[config.mk]
export PLATFORM = sky130hd
export DESIGN_NAME = b_lut_arb
export DESIGN_NICKNAME = d
export VERILOG_FILES = /design/src/rtl/b_lut_arb.sv
export SDC_FILE = /design/constraint.sdc
export NUM_CORES = 1
export LEC_CHECK = 0
export ABC_CLOCK_PERIOD_IN_PS = 1500
export CORE_ASPECT_RATIO = 0.5
export CORE_MARGIN = 1
export CORE_UTILIZATION = 46
export DETAILED_ROUTE_END_ITERATION = 6
export GPL_TIMING_DRIVEN = 0
export PLACE_DENSITY_LB_ADDON = 0.2
export SYNTH_ARGS = -nofsm -noshare
export SYNTH_HDL_FRONTEND = slang
export SYNTH_SLANG_ARGS = --single-unit
[constraint.sdc]
create_clock -name g_clk -period 1.5 [get_ports g_clk]
set_input_delay 0.225 -clock g_clk [delete_from_list [all_inputs] [get_ports g_clk]]
set_output_delay 0.225 -clock g_clk [all_outputs]
set_load 0.03 [all_outputs]
[src/rtl/b_lut_arb.sv]
// Round-robin shared-access wrapper around the combinational b_lut
// nibble-substitution unit. Two requesters, one transaction in flight,
// registered operands and registered response channel.
//
// state | meaning
// ------+---------------------------------------------------------------
// IDLE  | waiting for a request; reqN_ready offered to the granted side
// EXEC  | operands captured; b_lut output is registered into rsp_result
// RESP  | rsp<owner>_valid high; holds until rsp<owner>_ready

// Combinational nibble lookup: T = {crs1, crs2}, entry k = T[4k+3:4k],
// result nibble j = entry(crs3 nibble j).
module b_lut (
  input  logic [31:0] crs1,
  input  logic [31:0] crs2,
  input  logic [31:0] crs3,
  output logic [31:0] result
);

  logic [63:0] lut_table;

  assign lut_table = {crs1, crs2};

  // Select one 4-bit table entry per index nibble.
  always_comb begin
    result = '0;
    for (int j = 0; j < 8; j++) begin
      result[4*j +: 4] = lut_table[{crs3[4*j +: 4], 2'b00} +: 4];
    end
  end

endmodule

module b_lut_arb (
  input  logic        g_clk,
  input  logic        g_resetn,
  input  logic        req0_valid,
  output logic        req0_ready,
  input  logic [31:0] req0_crs1,
  input  logic [31:0] req0_crs2,
  input  logic [31:0] req0_crs3,
  input  logic        req1_valid,
  output logic        req1_ready,
  input  logic [31:0] req1_crs1,
  input  logic [31:0] req1_crs2,
  input  logic [31:0] req1_crs3,
  output logic        rsp0_valid,
  input  logic        rsp0_ready,
  output logic        rsp1_valid,
  input  logic        rsp1_ready,
  output logic [31:0] rsp_result,
  output logic        busy
);

  typedef enum logic [1:0] {
    ST_IDLE = 2'd0,
    ST_EXEC = 2'd1,
    ST_RESP = 2'd2
  } state_t;

  state_t      state;
  state_t      state_nxt;
  logic        prio;
  logic        owner;
  logic [31:0] op_crs1;
  logic [31:0] op_crs2;
  logic [31:0] op_crs3;
  logic [31:0] lut_out;
  logic        any_req;
  logic        grant;
  logic        accept;
  logic        rsp_done;

  // A lone requester always wins; prio only breaks ties.
  assign any_req = req0_valid | req1_valid;
  assign grant   = (req0_valid & req1_valid) ? prio : req1_valid;

  b_lut u_lut (
    .crs1   (op_crs1),
    .crs2   (op_crs2),
    .crs3   (op_crs3),
    .result (lut_out)
  );

  // Next-state decode; acceptance and response completion strobes.
  always_comb begin
    state_nxt = state;
    accept    = 1'b0;
    rsp_done  = 1'b0;
    case (state)
      ST_IDLE: begin
        if (any_req && g_resetn) begin
          accept    = 1'b1;
          state_nxt = ST_EXEC;
        end
      end
      ST_EXEC: begin
        state_nxt = ST_RESP;
      end
      ST_RESP: begin
        rsp_done = owner ? rsp1_ready : rsp0_ready;
        if (rsp_done) begin
          state_nxt = ST_IDLE;
        end
      end
      default: begin
        state_nxt = ST_IDLE;
      end
    endcase
  end

  // Handshake outputs: ready is the only combinational path from inputs;
  // response valids decode purely from registered state and owner.
  always_comb begin
    req0_ready = (state == ST_IDLE) & g_resetn & any_req & ~grant;
    req1_ready = (state == ST_IDLE) & g_resetn & any_req &  grant;
    rsp0_valid = (state == ST_RESP) & ~owner;
    rsp1_valid = (state == ST_RESP) &  owner;
    busy       = (state != ST_IDLE);
  end

  // State register with synchronous active-low reset.
  always_ff @(posedge g_clk) begin
    if (!g_resetn) begin
      state <= ST_IDLE;
    end else begin
      state <= state_nxt;
    end
  end

  // Arbitration pointer, owner and operand capture on acceptance.
  always_ff @(posedge g_clk) begin
    if (!g_resetn) begin
      prio    <= 1'b0;
      owner   <= 1'b0;
      op_crs1 <= '0;
      op_crs2 <= '0;
      op_crs3 <= '0;
    end else if (accept) begin
      prio    <= ~grant;
      owner   <= grant;
      op_crs1 <= grant ? req1_crs1 : req0_crs1;
      op_crs2 <= grant ? req1_crs2 : req0_crs2;
      op_crs3 <= grant ? req1_crs3 : req0_crs3;
    end
  end

  // Result register loads once per transaction, during EXEC, and is then
  // held untouched through RESP regardless of back-pressure.
  always_ff @(posedge g_clk) begin
    if (!g_resetn) begin
      rsp_result <= '0;
    end else if (state == ST_EXEC) begin
      rsp_result <= lut_out;
    end
  end

endmodule

==> summary.md <==
| Metric | Value |
|---|---|
| Status | `complete, but fails checks` |
| Failing checks | `setup timing` |
| Final slew viol count | `0` |
| Ratio of final minimum period to clock period | `120%` |
| Drt first pass iters | `5` |
| Via density | `6.53` |
| Asr flop ratio synth | `0%` |
| Met1 Use GR | `between 50% and 60%` |
| # clock sinks | `about 130` |
| Most frequent cells after synthesis | `243 x nand2_1, 146 x nor2_1, 132 x dfxtp_1` |
| RSZ-0062 raised after global routing | `yes` |
| Vias in the first global route | `10100` |
| Pwr per Cell Area | `966 mW/mm^2` |
| DR DRC count | `0` |
| WL per Instance | `around 28 um` |
| Crit path DAT | `~1.6 ns` |
| Max-Cap Viols | `0` |
| Sw Share | `35.7%` |
| GRT busiest layer | `met2` |
| Final setup fails | `130` |
| Critical-path maximum fanout | `4` |
| Setup tns final | `-20.78 ns` |
| Largest net degree at the start of global routing | `17` |
| P_sw | `5.04 mW` |
| GRT met2 Usage | `a little under three fifths` |
| Critical path cell sequence | `nand2b_4, or3_4, nor2_4, buf_6` |
| Hold WS | `0.365 ns` |
| Starting DRT DRC Count | `1380` |
| Min-Delay Path Class | `in -> reg` |
| Total chip power | `14.1 mW` |
| Worst skew pair latency | `0.43 ns` |
| Critical Path Sink Type | `primary output` |
| R2R setup slack | `-0.28 ns` |
| Num CTS Buffers | `17` |
| Routed Wire Length | `44100 um` |
| Critical Path Max Stage Delay | `0.39 ns` |
| Post-synth top area cell | `dfxtp_1` |
| Initial antenna violation count | `0` |
| Core box area | `0.0209 mm^2` |
| Gate power share | `~33%` |
| Tmin final | `about 1.8 ns` |
| Root Driver | `clkbuf_16` |
| Main flop type after synthesis | `dfxtp_1` |
| CTS tree | `yes` |
| Fillers | `1574` |
| DIE AREA | `around 0.022 mm^2` |
| Sequential area share after synthesis | `between 20% and 30%` |
| Max Clk Rate | `0.556 GHz` |
| HPWL after DPL | `about 30000 um` |
| Syn Inst Count | `1002` |
| Post-route ant nets | `0` |
| Top-count cell post-synth | `nand2_1` |
| Worst reg2reg path startpoint | `state[1]` |
| Global-route met3 utilization | `between 10% and 20%` |
| Gp weighted congestion | `0.995` |
| Seq pwr share | `a little over a third` |
| Num ports | `235` |
| Post-Layout Cell Count | `1600` |
| Final #Nets | `1492` |
| Clk slew on worst S/H paths | `0.06 ns` |
| Final core occ | `~70%` |
| Crit. Startpoint | `state[1]` |
| Global Route Usage Sum | `38.9%` |
| Avg Cell Area, Syn | `roughly 10 um^2` |
| Share of cells above drive strength 1 | `between 30% and 40%` |
| Syn nets | `1200` |
| Slew @ Worst Pin | `0.838 ns` |
| Number of flops mapped to enable cells by yosys | `0` |
| Register bit count reported by yosys | `132` |
| Placed Area | `roughly 0.013 mm^2` |
| Global-route wire length before repair | `62800 um` |
| CP Data Required Time | `1.27 ns` |
| Synth cell types | `37` |
| Slowest stage cell, crit path | `or3_4` |
| Clock Skews | `0.0118 ns` |
| Int Pwr | `9.09 mW` |
| Synth-to-layout area growth | `46.4%` |
| Startpoint types | `flip-flop` |
| # port buffers | `234` |
| Crit path kind | `reg -> out` |
| Final instance area | `approximately 0.015 mm^2` |
| Hold wc startpoint | `req1_crs2[29]` |
| Clk pwr share | `31.9%` |
| Vias | `10500` |
| Die H | `106 um` |
| Placed cells | `1528` |
| Post-synth top area share | `26.5%` |
| Initial core utilization | `a little under half` |
| Final hold violations | `0` |
| Worst VDD drop | `0.806 mV` |
| Synth warn | `0` |
| H-tree levels | `4` |
| Leakage | `5.41 nW` |
| Die width | `around 210 um` |
| Pre-CTS setup slack | `-1.17 ns` |
| Post-Syn Area | `roughly 0.01 mm^2` |
| Clock Tree Buf Depth | `2` |
| Setup WS post-layout | `-0.298 ns` |
| GR Overflow Total | `0` |
| Worst rel slew slack | `44.1%` |
| Row cnt | `37` |
| Largest cells by area after synthesis | `dfxtp_1 26%, mux4_2 24%, a311oi_2 11%` |
[path summary, 6_finish.rpt]
check | endpoint | cells after the start
hold reg to reg | rsp_result[1] | 1
setup reg to reg | op_crs1[30] | 7
hold / removal | op_crs2[29] | 3
setup / recovery | req1_ready | 4
[layout by cell type, fill, tap and decap left out, drive strengths merged, types with 25 or more instances in the layout]
cell type      synthesis  layout
a311oi               103     103
dfxtp                132     132
buf                   65     108
clkbuf                37      55
nand2                243     243
nor2                 146     146
a211o                 25      25
dlygate4sd2            0      32
clkdlybuf4s50          0     195
mux4                 121     121
[power by group through the flow]
stage | clock (mW) | combinational [mW] | sequential (mW)
final | 4.50 | 4.67 | 4.96
after global routing | 4.62 | 4.93 | 4.89
after CTS | 4.47 | 4.40 | 4.75
after detailed placement | 0 | 4.08 | 4.75
after global placement | 0 | 4.02 | 4.73
after floorplan | 0 | 2.78 | 4.32
[cell families after synthesis]
| group | Yosys count | synth area share, % |
|---|---|---|
| and+or+nand+nor | 443 | 17.9 |
| AOI/OAI and AO/OA | 168 | 18.3 |
| muxes | 145 | 30.3 |
| DFF | 132 | 26.5 |
| buffers and inverters | 114 | 7.05 |
[layout make-up]
cell class / count / area, um^2 / share of cell area [%]
inverters: 12 / 61.3 / 0.419
clock buffers: 18 / 429 / 2.93
well taps: 292 / 365 / 2.50
diodes: 2 / 5.00 / 0.0342
flip-flops and latches: 132 / 2720 / 18.6
clock inverters: 13 / 174 / 1.19
plain buffers: 93 / 961 / 6.57
multi-input cells: 756 / 6980 / 47.7
repair buffers: 282 / 2940 / 20.1
[what timing repair did]
item                                    4_1_cts  5_1_grt
cloned                                        9        5
pin swaps                                    11       30
hold buffers                                  0        0
gates resized for setup                     192      118
endpoints found under the setup margin      167      137
setup buffers                                17       22
[metal layers]
metal  up-vias  routed length [um]
met2       883               17700
met5         -                   0
met1      4992               17200
li1       4400                   -
met4         0                1810
met3       177                7340
[critical path, delay by kind of cell, from the launching register on]
family                 cells  cell delay [ns]
DFF                        1             0.33
buffers and inverters      1             0.14
and+or+nand+nor            3             0.67
[state kept, by name, indices dropped and copies added (netlist names)]
| register | count |
|---|---|
| op_crs1 | 32 |
| op_crs2 | 32 |
| op_crs3 | 32 |
| rsp_result | 32 |
| state | 2 |
| owner | 1 |
| prio | 1 |
Note: power is estimated with default switching activity, not from simulation.
